**src/rtl/clk_gate_ctrl.sv**
```systemverilog
`default_nettype none
// +--------------------------------------------------------------------------+
// | Module      : clk_gate_ctrl                                              |
// | Description : Registered enable for a latch-based clock gate. Merges     |
// |               client activity requests, wakes the gate, flags when the   |
// |               gated clock is usable, holds it open for an idle window    |
// |               and counts wake-ups (saturating).                          |
// | Revision    : 1.0 - initial release                                      |
// +--------------------------------------------------------------------------+
module clk_gate_ctrl #(
  parameter int NUM_REQ  = 2,
  parameter int WAKE_CYC = 1,
  parameter int IDLE_CYC = 4,
  parameter int CNT_W    = 8
) (
  input  logic               CLK,
  input  logic               RST,
  input  logic [NUM_REQ-1:0] ACT_REQ,
  input  logic               TEST_EN,
  output logic               CLK_EN,
  output logic               GCLK_RDY,
  output logic [CNT_W-1:0]   WAKE_CNT
);

  localparam int MAX_A = (WAKE_CYC > IDLE_CYC) ? WAKE_CYC : IDLE_CYC;
  localparam int MAX_T = (MAX_A > 2) ? MAX_A : 2;
  localparam int TMR_W = $clog2(MAX_T);

  // Reload values; the idle reload is unused when IDLE_CYC is zero.
  localparam logic [TMR_W-1:0] WAKE_LD = TMR_W'(WAKE_CYC - 1);
  localparam logic [TMR_W-1:0] IDLE_LD = (IDLE_CYC > 0) ? TMR_W'(IDLE_CYC - 1) : '0;

  typedef enum logic [1:0] {
    S_OFF  = 2'd0,
    S_WAKE = 2'd1,
    S_ON   = 2'd2,
    S_HOLD = 2'd3
  } state_t;

  state_t             state_q, state_d;
  logic [TMR_W-1:0]   timer_q, timer_d;
  logic               en_q, en_d;
  logic               rdy_q, rdy_d;
  logic [CNT_W-1:0]   cnt_q, cnt_d;
  logic               cnt_inc;
  logic               any_req;

  assign any_req = |ACT_REQ;

  // Next-state logic: wake sequencing, idle hold and request merging.
  always_comb begin
    state_d = state_q;
    timer_d = timer_q;
    cnt_inc = 1'b0;
    case (state_q)
      S_OFF: begin
        if (any_req) begin
          state_d = S_WAKE;
          timer_d = WAKE_LD;
          cnt_inc = 1'b1;
        end
      end
      S_WAKE: begin
        // Wake always completes, even if requests drop meanwhile.
        if (timer_q == '0) begin
          state_d = S_ON;
        end else begin
          timer_d = timer_q - TMR_W'(1);
        end
      end
      S_ON: begin
        if (!any_req) begin
          if (IDLE_CYC == 0) begin
            state_d = S_OFF;
          end else begin
            state_d = S_HOLD;
            timer_d = IDLE_LD;
          end
        end
      end
      S_HOLD: begin
        // A request arriving on the expiry cycle keeps the gate open.
        if (any_req) begin
          state_d = S_ON;
        end else if (timer_q == '0) begin
          state_d = S_OFF;
        end else begin
          timer_d = timer_q - TMR_W'(1);
        end
      end
      default: begin
        state_d = S_OFF;
      end
    endcase
  end

  // Output and counter next values derived from the next state so they register cleanly.
  always_comb begin
    en_d  = (state_d != S_OFF);
    rdy_d = (state_d == S_ON) || (state_d == S_HOLD);
    cnt_d = cnt_q;
    if (cnt_inc && (cnt_q != '1)) begin
      cnt_d = cnt_q + CNT_W'(1);
    end
  end

  // State, timer, enable, ready and counter registers with async reset.
  always_ff @(posedge CLK or negedge RST) begin
    if (!RST) begin
      state_q <= S_OFF;
      timer_q <= '0;
      en_q    <= 1'b0;
      rdy_q   <= 1'b0;
      cnt_q   <= '0;
    end else begin
      state_q <= state_d;
      timer_q <= timer_d;
      en_q    <= en_d;
      rdy_q   <= rdy_d;
      cnt_q   <= cnt_d;
    end
  end

  // Only the DFT override is combinational; the functional term is a flop.
  assign CLK_EN   = en_q | TEST_EN;
  assign GCLK_RDY = rdy_q;
  assign WAKE_CNT = cnt_q;

endmodule
`default_nettype wire

```
**config.mk**
```make
export PLATFORM = sky130hd
export DESIGN_NAME = clk_gate_ctrl
export DESIGN_NICKNAME = d
export VERILOG_FILES = /design/src/rtl/clk_gate_ctrl.sv
export SDC_FILE = /design/constraint.sdc
export NUM_CORES = 1
export LEC_CHECK = 0
export ABC_CLOCK_PERIOD_IN_PS = 2100
export CAP_MARGIN = 10
export CORE_UTILIZATION = 45
export CTS_CLUSTER_DIAMETER = 100
export CTS_CLUSTER_SIZE = 16
export DETAILED_ROUTE_END_ITERATION = 12
export HOLD_SLACK_MARGIN = 0.1
export PLACE_DENSITY = 0.84
export SLEW_MARGIN = 10
export SYNTH_ARGS = -nofsm -noshare
export SYNTH_HDL_FRONTEND = slang
export SYNTH_SLANG_ARGS = --single-unit
export TNS_END_PERCENT = 1
```
**constraint.sdc**
```tcl
create_clock -name CLK -period 2.1 [get_ports CLK]
set_clock_uncertainty 0.15 [all_clocks]
set_input_delay 0.21 -clock CLK [delete_from_list [all_inputs] [get_ports CLK]]
set_output_delay 0.21 -clock CLK [all_outputs]
set_load 0.02 [all_outputs]
```
## After elaboration in Yosys (flattened, before gate mapping)

Index checks and enable logic that the tools add are counted.

- Word-level logic and storage cells: 37
- Bits of input ports: 5
- Output and inout bits: 10
- Flip-flop bits (word level): 14

- Equal/unequal tests: 9
- Bitwise operators: 1
- $add $sub $neg: 2
- Mux-type cells: 13
- Reductions and logical operators: 7

Operator list:

| kind | count |
|---|---|
| 2-to-1 mux 2 bit | 9 |
| case mux 2 bit (4 select lines) | 2 |
| adder 8 x 1 -> 8 bit (second input constant) | 1 |
| == test 2 bit (second input constant) | 4 |
| inequality test 8 bit (second input constant) | 1 |
| inequality test 2 bit (second input constant) | 3 |
| zero test 2 bit | 2 |
| AND reduction 3 bit | 1 |
| == test 2 x 1 -> 1 bit (second input constant) | 1 |
| 2-to-1 mux 1 bit | 2 |
| nonzero test 2 bit | 1 |
| OR reduction 2 bit | 1 |
| subtractor 2 x 1 -> 2 bit (second input constant) | 1 |
| logical AND 1 bit | 1 |
| logical OR 1 bit | 1 |
| OR 1 bit | 1 |

## Logic depth before layout (Yosys ltp)

Gate-level depths: netlist (run 1).

- Word-level depth: 6
- Mapped depth: 6
- Gate-level depth less buffers: 6

## Least setup slack after synthesis (run 1)

Ideal clock, no wire load.

- Path kind: register to register
- Start point: register cnt_q[3] (netlist: WAKE_CNT[3])
- End point: register cnt_q[1] (netlist: WAKE_CNT[1])
- Slack: 499 ps
- Buffers on the path: 0
- Cell stages (with the launch flop): 5
- Arrival: 1323 ps
- Path through: dfrtp_1 -> and3_4 -> nand3_4 -> o21ai_2 -> mux2_1

- Longest elaborated chain between the ends: 2

Ends and longest elaborated chain:

| element | RTL line | source |
|---|---|---|
| start, declared | 44 | `logic [CNT_W-1:0] cnt_q, cnt_d;` |
| start signal, assigned | 120 | `cnt_q <= cnt_d;` |
| inequality test 8 bit | 102 | `if (cnt_inc && (cnt_q != '1)) begin` |
| logical AND 1 bit | 102 |  |

Every way passes these cells.
A chain may end at the register's enable or synchronous reset.

## Worst setup path after layout (run 1)

- Start point: register en_q
- End point: output CLK_EN

- Longest elaborated chain between the ends: 1

Ends and longest elaborated chain:

| element | RTL line | source |
|---|---|---|
| start, declared | 42 | `logic en_q, en_d;` |
| start signal, assigned | 118 | `en_q <= en_d;` |
| OR 1 bit | 125 | `assign CLK_EN = en_q \| TEST_EN;` |
| end, declared | 20 | `output logic CLK_EN,` |

Every way passes these cells.

==> results of run 1 <==
[flip-flops by register name, summed over array words and instances (netlist names)]
| name | flops |
|---|---|
| WAKE_CNT | 8 |
| timer_q | 2 |
| GCLK_RDY | 1 |
| en_q | 1 |
| state_q | 1 |
[cells by family (layout without fill, tap and decap cells)]
logic type / count (synthesis) / in the layout / synth area share
adders and majority gates: 2 / 2 / 0.0374
muxes: 5 / 5 / 0.0824
DFF: 13 / 13 / 0.487
buffers and inverters: 5 / 23 / 0.0281
xor gates and xnor gates: 3 / 3 / 0.0393
and+or+nand+nor: 25 / 25 / 0.230
AOI/OAI and AO/OA: 11 / 11 / 0.0955
[per-layer routing]
layer,share of wire,wire (µm),vias to the layer above,global-route usage
li1,-,-,256,-
met1,0.44,531,259,0.215
met2,0.49,583,11,0.242
met3,0.068,81,0,0.111
met4,0,0,0,0.0250
met5,0,0,-,0
[through the flow]
step	area, µm²	total power [mW]	util	worst slack [ns]
2_1_floorplan	668	0.632	-	0.499
3_3_place_gp	827	0.768	0.620	0.323
3_5_place_dp	827	0.785	0.620	0.309
4_1_cts	853	0.942	0.640	0.277
5_1_grt	853	1.01	0.640	0.224
6_report	853	0.930	0.640	0.294
[cell type report]
class / instances / area, µm²
inverters: 5 / 18.8
multi-input cells: 46 / 324
fillers: 116 / 480
repair buffers: 14 / 140
well taps: 15 / 18.8
flip-flops and latches: 13 / 325
clock buffers: 4 / 26.3
[final timing paths]
check / cells past startpoint / to / slack, ns / startpoint
setup / recovery: 2 / CLK_EN / 0.29 / en_q
hold / removal: 1 / WAKE_CNT[3] / 0.15 / RST
setup reg to reg: 4 / WAKE_CNT[5] / 0.51 / GCLK_RDY
hold reg to reg: 1 / timer_q[1] / 0.35 / timer_q[1]
max in group asynchronous: 1 / WAKE_CNT[0] / 1.27 / RST
min in group CLK: 1 / timer_q[1] / 0.35 / timer_q[1]
[cells in the mapped netlist (all sizes together)]
master	number	area [µm²]
xnor2	3	26.3
nor2	4	17.5
nand3	3	32.5
a21oi	8	40.0
o21ai	1	8.76
nand4	2	12.5
o31ai	1	7.51
or2	2	12.5
inv	5	18.8
and2	1	6.26
mux2	4	45.0
nor3	3	20.0
mux2i	1	10.0
and3	3	23.8
ha	2	25.0
nand2	6	22.5
nand2b	1	6.26
o21bai	1	7.51
dfrtp	13	325
[power groups by stage]
stage	Combinational (mW)	Sequential, mW	Clock (mW)
finish	0.370	0.407	0.152
global route	0.414	0.420	0.175
CTS	0.375	0.407	0.159
detailed placement	0.374	0.412	0
global placement	0.360	0.408	0
floorplan	0.180	0.451	0
[worst max-delay path, stage by stage, from the launching register on]
cell             delay [ns]
dfrtp_1                0.36
or2_2                  0.27
clkdlybuf4s50_1        0.54
==> flow_metrics.py, run 1 <==
metrics = {
    "synth": {
        "syn_area_per_cell_um2": 10.4,
        "ys_seq_area_frac": 0.487,
        "syn_inst": 64,
        "yosysWarnings": 0,
        "yosys.cell_types.count": 25,
        "ys_ff_latch": 13,
        "syn_nets": 71,
        "syn_area_um2": 668,
    },
    "setup_path": {
        "cp-end-kind": "output port",
        "critPathRequiredTime_ns": 1.74,
        "start_kind": "flop",
        "crit_type": "flop to output port",
        "path_max_fanout": 1,
        "cp.arrival_ns": 1.45,
    },
    "drt": {
        "wl_per_cell_um": 12.3,
        "wl_um": 1200,
        "routed_via_density": 5.42,
        "vias": 526,
        "drc": 0,
        "drtIter0Drc": 5,
        "drtPass1Iterations": 4,
        "ant_nets": 0,
    },
    "finish": {
        "final_cell_mix": "clkdlybuf4s50_1 (14), dfrtp_1 (13), a21oi_1 (8)",
        "area_growth_pct": 27.7,
        "drive_above_1_share": 0.122,
        "nets": 90,
        "antenna_cells": 0,
        "instances_no_fill": 97,
        "final_common_cell": "clkdlybuf4s50_1",
    },
    "clock_network": {
        "cts.clk_slew.worst_paths_ns": 0.08,
        "cts_tree": "yes",
        "cts.htree.levels": 1,
        "clockRootBuffer": "clkbuf_4",
        "postCtsSetupRepairBufs": 0,
        "postCtsHoldBufs": 0,
        "cts.sinks": 13,
        "numCtsBuffers": 3,
        "cts_resized": 0,
        "clock_path_buffers": 2,
        "clk_latency_ns": 0.28,
    },
    "timing": {
        "drv_slew": 0,
        "worst_pin_slew_ns": 0.581,
        "relSlewSlack": 0.611,
        "finalCritPeriodShare": 0.860,
        "fin_crit_ns": 1.81,
        "finalSetupTns_ns": 0,
        "setup_viol": 0,
        "clock.fmax_ghz": 0.554,
        "whs_ns": 0.148,
        "rsz0062_at_grt": "no",
        "final_hold_viol_count": 0,
    },
    "power_and_ir_drop": {
        "comb_power_share": 0.398,
        "seq_power_share": 0.438,
        "p_leak_nw": 0.361,
        "p_int_mw": 0.584,
        "peakVddDrop_v": 0.000611,
        "p_per_area_nw_per_um2": 1090,
        "clkPwrFrac": 0.164,
        "switching_share": 0.373,
        "switchingPower_mw": 0.347,
    },
    "global_route": {
        "grt_pass1_wl_um": 1720,
        "track_usage": 0.169,
        "grt_pass1_vias": 394,
        "gr-total-overflow": 0,
        "grt_max_degree": 14,
        "antenna_found_initial": 0,
    },
    "floorplan": {
        "start_util": 0.501,
        "die_x_um": 40.5,
        "pin_count": 15,
        "core.rowCount": 13,
        "coreArea_um2": 1330,
        "die_area_um2": 1640,
        "die_height_um": 40.5,
    },
    "placement": {
        "placed_cells": 93,
        "place.gp.congestion": 0.735,
        "detailedPlacementHpwl_um": 884,
        "io_buffers": 14,
    },
    "run_status": {
        "outcome": "finished, final reports clean",
    },
    "job": {
        "drv_cap": 0,
    },
    "worst_hold_path": {
        "hp-class": "input port to asynchronous set/reset pin",
    },
}
Power figures use the tool's default switching activity.
==> inputs of run 2 (changes only) <==
--- a/config.mk
+++ b/config.mk
@@ -5,14 +5,14 @@
 export SDC_FILE = /design/constraint.sdc
 export NUM_CORES = 1
 export LEC_CHECK = 0
-export ABC_CLOCK_PERIOD_IN_PS = 2100
+export ABC_CLOCK_PERIOD_IN_PS = 1600
 export CAP_MARGIN = 10
-export CORE_UTILIZATION = 45
+export CORE_UTILIZATION = 42
 export CTS_CLUSTER_DIAMETER = 100
 export CTS_CLUSTER_SIZE = 16
 export DETAILED_ROUTE_END_ITERATION = 12
 export HOLD_SLACK_MARGIN = 0.1
-export PLACE_DENSITY = 0.84
+export PLACE_DENSITY = 0.82
 export SLEW_MARGIN = 10
 export SYNTH_ARGS = -nofsm -noshare
 export SYNTH_HDL_FRONTEND = slang
==> constraint.sdc (replaced) <==
create_clock -name CLK -period 1.6 [get_ports CLK]
set_clock_uncertainty 0.15 [all_clocks]
set_input_delay 0.16 -clock CLK [delete_from_list [all_inputs] [get_ports CLK]]
set_output_delay 0.16 -clock CLK [all_outputs]
set_load 0.02 [all_outputs]
==> run 2 against run 1 <==
Power grew 36%. Sequential power grew 31%. Via count grew 4.9%. Worst hold slack gained 0.21 ns. Flip-flop and latch count is the same. Largest cell class unchanged. Largest power group unchanged.
==> flow_metrics.py, run 2 (synthesis results as in run 1) <==
metrics = {
    "finish": {
        "largest_reg_flops": 8,
        "antenna_cells": 0,
        "nets": 100,
        "area_growth_pct": 37.8,
        "post-route-util": 0.618,
        "design_area_um2": 921,
        "instances_no_fill": 108,
        "final_cell_mix": "dfrtp_1 (12), dlygate4sd2_1 (10), buf_4 (9)",
        "final_common_cell": "dfrtp_1",
        "drive_above_1_share": 0.217,
    },
    "setup_path": {
        "start_kind": "flop",
        "critPathRequiredTime_ns": 1.61,
        "cp-end-kind": "flop",
        "cp.arrival_ns": 1.53,
        "slowest_stage": "dfrtp_2",
        "path_max_fanout": 5,
        "slowest_delay_ns": 0.41,
        "crit_chain": "and3_4 > nand3_4 > o21ai_2 > mux2_1",
        "crit_type": "flop to flop",
    },
    "placement": {
        "io_buffers": 14,
        "dp_slack_ns": -0.0806,
        "place.gp.congestion": 0.794,
        "detailedPlacementHpwl_um": 990,
        "dpl_cell_area_um2": 875,
        "placed_cells": 100,
    },
    "floorplan": {
        "coreArea_um2": 1490,
        "die_area_um2": 1750,
        "die_x_um": 41.9,
        "start_util": 0.449,
        "pin_count": 15,
        "die_height_um": 41.9,
        "core.rowCount": 14,
    },
    "drt": {
        "wl_per_cell_um": 12.2,
        "top_layer": "met4",
        "drtPass1Iterations": 4,
        "routed-wl-met3_um": 51,
        "drtIter0Drc": 19,
        "wl_um": 1320,
        "drc": 0,
        "met1Wirelength_um": 597,
        "ant_nets": 0,
        "vias": 552,
        "wl_met2_um": 640,
        "routed_via_density": 5.11,
    },
    "timing": {
        "clock.fmax_ghz": 0.658,
        "relSlewSlack": 0.829,
        "worst_pin_slew_ns": 0.255,
        "drv_slew": 0,
        "rsz0062_at_grt": "no",
        "finalSetupTns_ns": 0,
        "whs_ns": 0.355,
        "finalCritPeriodShare": 0.949,
        "setup_viol": 0,
        "final_hold_viol_count": 0,
        "setup_ws_ns": 0.0810,
        "fin_crit_ns": 1.52,
    },
    "global_route": {
        "grt_pass1_wl_um": 2100,
        "grt_pass1_vias": 512,
        "antenna_found_initial": 0,
        "grt_max_degree": 9,
        "gr-total-overflow": 0,
        "track_usage": 0.160,
    },
    "power_and_ir_drop": {
        "p_int_mw": 0.795,
        "comb_power_share": 0.418,
        "seq_power_share": 0.423,
        "total_power_mw": 1.26,
        "clkPwrFrac": 0.159,
        "p_per_area_nw_per_um2": 1370,
        "switching_share": 0.371,
        "peakVddDrop_v": 0.000863,
        "p_leak_nw": 0.422,
        "switchingPower_mw": 0.469,
    },
    "clock_network": {
        "cts.sinks": 13,
        "clockRootBuffer": "clkbuf_4",
        "cts.htree.levels": 1,
        "cts.clk_slew.worst_paths_ns": 0.08,
        "numCtsBuffers": 3,
        "cts_tree": "yes",
        "clk_latency_ns": 0.27,
        "clock_path_buffers": 2,
    },
    "worst_hold_path": {
        "hp-class": "flop to flop",
    },
    "job": {
        "drv_cap": 0,
    },
    "run_status": {
        "outcome": "finished, final reports clean",
    },
}
## run 2: per-layer routing
layer / track usage / up-vias
li1: - / 279
met1: 0.192 / 256
met2: 0.266 / 12
met3: 0.0261 / 5
met4: 0.0968 / 0
met5: 0 / -
## run 2: power groups by stage
stage | combinational [mW] | clock, mW | sequential, mW
2_1_floorplan | 0.236 | 0 | 0.594
3_3_place_gp | 0.536 | 0 | 0.538
3_5_place_dp | 0.550 | 0 | 0.542
4_1_cts | 0.512 | 0.210 | 0.534
5_1_grt | 0.585 | 0.219 | 0.546
6_report | 0.529 | 0.201 | 0.534
## run 2: worst max-delay path, delay by kind of cell (launching register included)
| family | cells | cell delay (ns) |
|---|---|---|
| and+or+nand+nor | 2 | 0.33 |
| AOI/OAI and AO/OA | 1 | 0.19 |
| DFF | 1 | 0.41 |
| muxes | 1 | 0.33 |
## run 2: cell type report
class                           count  area (µm²)
Inverter                            5        18.8
Sequential cell                    13         327
Clock buffer                        4        26.3
Timing Repair Buffer               24         205
Fill cell                         127         568
Multi-Input combinational cell     46         324
Tap cell                           16        20.0
## run 2: worst paths after layout
check,to,slack (ns),depth (start not counted),startpoint
worst max-delay path,WAKE_CNT[1],0.08,4,WAKE_CNT[3]
worst min-delay path,timer_q[1],0.35,1,timer_q[1]
worst max register to register,WAKE_CNT[1],0.08,4,WAKE_CNT[3]
worst min register to register,timer_q[1],0.35,1,timer_q[1]
max in group asynchronous,GCLK_RDY,0.40,3,RST
min in group asynchronous,WAKE_CNT[7],0.50,2,RST
## run 2: repair_timing
| action | CTS | global route |
|---|---|---|
| resized for setup | 10 | 0 |
| pin swaps | 0 | 0 |
| hold buffers | 1 | 0 |
| hold endpoints to repair | 5 | 0 |
| setup endpoints to repair | 10 | 1 |
| setup buffers | 0 | 3 |
==> inputs of run 3 (changes only) <==
--- a/config.mk
+++ b/config.mk
@@ -5,14 +5,14 @@
 export SDC_FILE = /design/constraint.sdc
 export NUM_CORES = 1
 export LEC_CHECK = 0
-export ABC_CLOCK_PERIOD_IN_PS = 1600
+export ABC_CLOCK_PERIOD_IN_PS = 1500
 export CAP_MARGIN = 10
-export CORE_UTILIZATION = 42
+export CORE_UTILIZATION = 45
 export CTS_CLUSTER_DIAMETER = 100
 export CTS_CLUSTER_SIZE = 16
 export DETAILED_ROUTE_END_ITERATION = 12
 export HOLD_SLACK_MARGIN = 0.1
-export PLACE_DENSITY = 0.82
+export PLACE_DENSITY = 0.84
 export SLEW_MARGIN = 10
 export SYNTH_ARGS = -nofsm -noshare
 export SYNTH_HDL_FRONTEND = slang
==> constraint.sdc (replaced) <==
create_clock -name CLK -period 1.5 [get_ports CLK]
set_clock_uncertainty 0.15 [all_clocks]
set_input_delay 0.15 -clock CLK [delete_from_list [all_inputs] [get_ports CLK]]
set_output_delay 0.15 -clock CLK [all_outputs]
set_load 0.02 [all_outputs]
==> run 3 against run 2 <==
First-iteration DRC count is 58% lower. Largest cell class unchanged. Register-to-register slack worse by 0.06 ns. Die area decreased by 6.4%. Cell area is the same. Via count decreased by 2.2%. Worst hold slack worse by 0.011 ns. Critical endpoint unchanged.
==> flow_metrics.py, run 3 (synthesis results as in run 1) <==
metrics = {
    "job": {
        "drv_cap": 0,
    },
    "setup_path": {
        "path_buf_inv": 0,
        "crit_chain": "and3_4 > nand3_4 > o21ai_2 > mux2_1",
        "slowest_stage": "dfrtp_2",
        "r2r-end": "WAKE_CNT[1]",
        "r2r-start": "WAKE_CNT[3]",
        "critPathTopFamily": "flip-flops",
        "cp.arrival_ns": 1.50,
        "reg2reg_depth": 4,
        "crit_type": "flop to flop",
        "critPathRequiredTime_ns": 1.52,
        "path_max_fanout": 4,
        "slowest_delay_ns": 0.39,
        "cp-end-kind": "flop",
        "ff2ff_setup_slack_ns": 0.02,
        "start_kind": "flop",
    },
    "drt": {
        "drc": 0,
        "ant_nets": 0,
        "routed_via_density": 5.14,
        "drtPass1Iterations": 4,
        "wl_per_cell_um": 11.9,
        "wl_um": 1250,
        "vias": 540,
        "drtIter0Drc": 8,
    },
    "finish": {
        "largest_reg_flops": 8,
        "post-route-util": 0.690,
        "regArea_um2": 333,
        "area_growth_pct": 37.8,
        "multi_input_area_um2": 332,
        "drive_above_1_share": 0.289,
        "antenna_cells": 0,
        "final_cell_mix": "dlygate4sd2_1 (9), a21oi_1 (8), dfrtp_1 (7), buf_4 (7)",
        "nets": 98,
        "final_common_cell": "dlygate4sd2_1",
        "nFillCells": 113,
        "design_area_um2": 921,
    },
    "placement": {
        "place.gp.congestion": 0.736,
        "io_buffers": 14,
        "detailedPlacementHpwl_um": 944,
        "dpl_cell_area_um2": 886,
        "dp_slack_ns": -0.181,
    },
    "power_and_ir_drop": {
        "peakVddDrop_v": 0.00105,
        "p_leak_nw": 0.409,
        "p_per_area_nw_per_um2": 1460,
    },
    "timing": {
        "worst_pin_slew_ns": 0.257,
        "fin_crit_ns": 1.48,
        "setup_ws_ns": 0.0221,
        "clock.fmax_ghz": 0.677,
        "final_hold_viol_count": 0,
        "relSlewSlack": 0.828,
        "rsz0062_at_grt": "yes",
        "whs_ns": 0.343,
        "finalCritPeriodShare": 0.985,
        "drv_slew": 0,
        "setup_viol": 0,
    },
    "floorplan": {
        "die_area_um2": 1640,
        "start_util": 0.501,
        "die_height_um": 40.5,
        "pin_count": 15,
        "coreArea_um2": 1330,
        "core.rowCount": 13,
        "die_x_um": 40.5,
    },
    "clock_network": {
        "postCtsSetupRepairBufs": 0,
        "numCtsBuffers": 3,
        "clockRootBuffer": "clkbuf_4",
        "cts_tree": "yes",
        "cts.clk_slew.worst_paths_ns": 0.08,
        "cts.sinks": 13,
        "clock_path_buffers": 2,
        "clk_latency_ns": 0.28,
        "cts.htree.levels": 1,
    },
    "run_status": {
        "outcome": "finished, final reports clean",
    },
    "global_route": {
        "grt_max_degree": 14,
        "grt_pass1_wl_um": 2010,
        "antenna_found_initial": 0,
        "grt_pass1_vias": 502,
        "gr-total-overflow": 0,
        "track_usage": 0.196,
    },
    "worst_hold_path": {
        "min_to": "timer_q[1]",
        "hp-class": "flop to flop",
        "min_from": "timer_q[1]",
        "hold-path-cell-count": 1,
    },
}
-- run 3: power by group --
group	internal (mW)	total, mW	switching (mW)
clock	0.103	0.223	0.119
sequential	0.465	0.563	0.0980
combinational	0.276	0.562	0.286
-- run 3: worst max path at each step --
stage                start           to  slack, ns  depth (start not counted)
3_3_place_gp    ACT_REQ[1]   timer_q[1]      -0.16                          5
4_1_cts        WAKE_CNT[0]  WAKE_CNT[1]       0.01                          4
2_1_floorplan  WAKE_CNT[3]  WAKE_CNT[1]    -0.0004                          4
3_5_place_dp       TEST_EN       CLK_EN      -0.18                          3
5_1_grt        WAKE_CNT[3]  WAKE_CNT[1]      -0.04                          4
6_report       WAKE_CNT[3]  WAKE_CNT[1]       0.02                          4
-- run 3: area by class of cell --
type                            count  area share
Sequential cell                    13       0.361
Multi-Input combinational cell     46       0.360
Timing Repair Buffer               22       0.209
Clock buffer                        4      0.0285
Inverter                            5      0.0204
Tap cell                           15      0.0204
-- run 3: worst reg2reg max path, stage by stage (launching register included) --
cell,delay (ns)
dfrtp_2,0.39
and3_4,0.22
nand3_4,0.10
o21ai_2,0.18
mux2_1,0.33
-- run 3: layer usage --
layer,share of wire,global-route usage
met5,0,0
met4,0.034,0.150
met3,0.032,0.0333
met2,0.48,0.325
met1,0.45,0.219
-- run 3: what timing repair did --
item,CTS,global route
pin swaps,0,1
resized for setup,13,2
endpoints found under the hold margin,13,0
gates cloned,0,0
hold buffers,1,0
setup endpoints to repair,11,3
-- run 3: stage by stage --
step	instances	setup TNS (ns)	power (mW)
2_1_floorplan	64	-0.000414	0.891
3_3_place_gp	100	-0.783	1.15
3_5_place_dp	100	-0.947	1.17
4_1_cts	105	0	1.35
5_1_grt	105	-0.0426	1.45
6_report	105	0	1.35
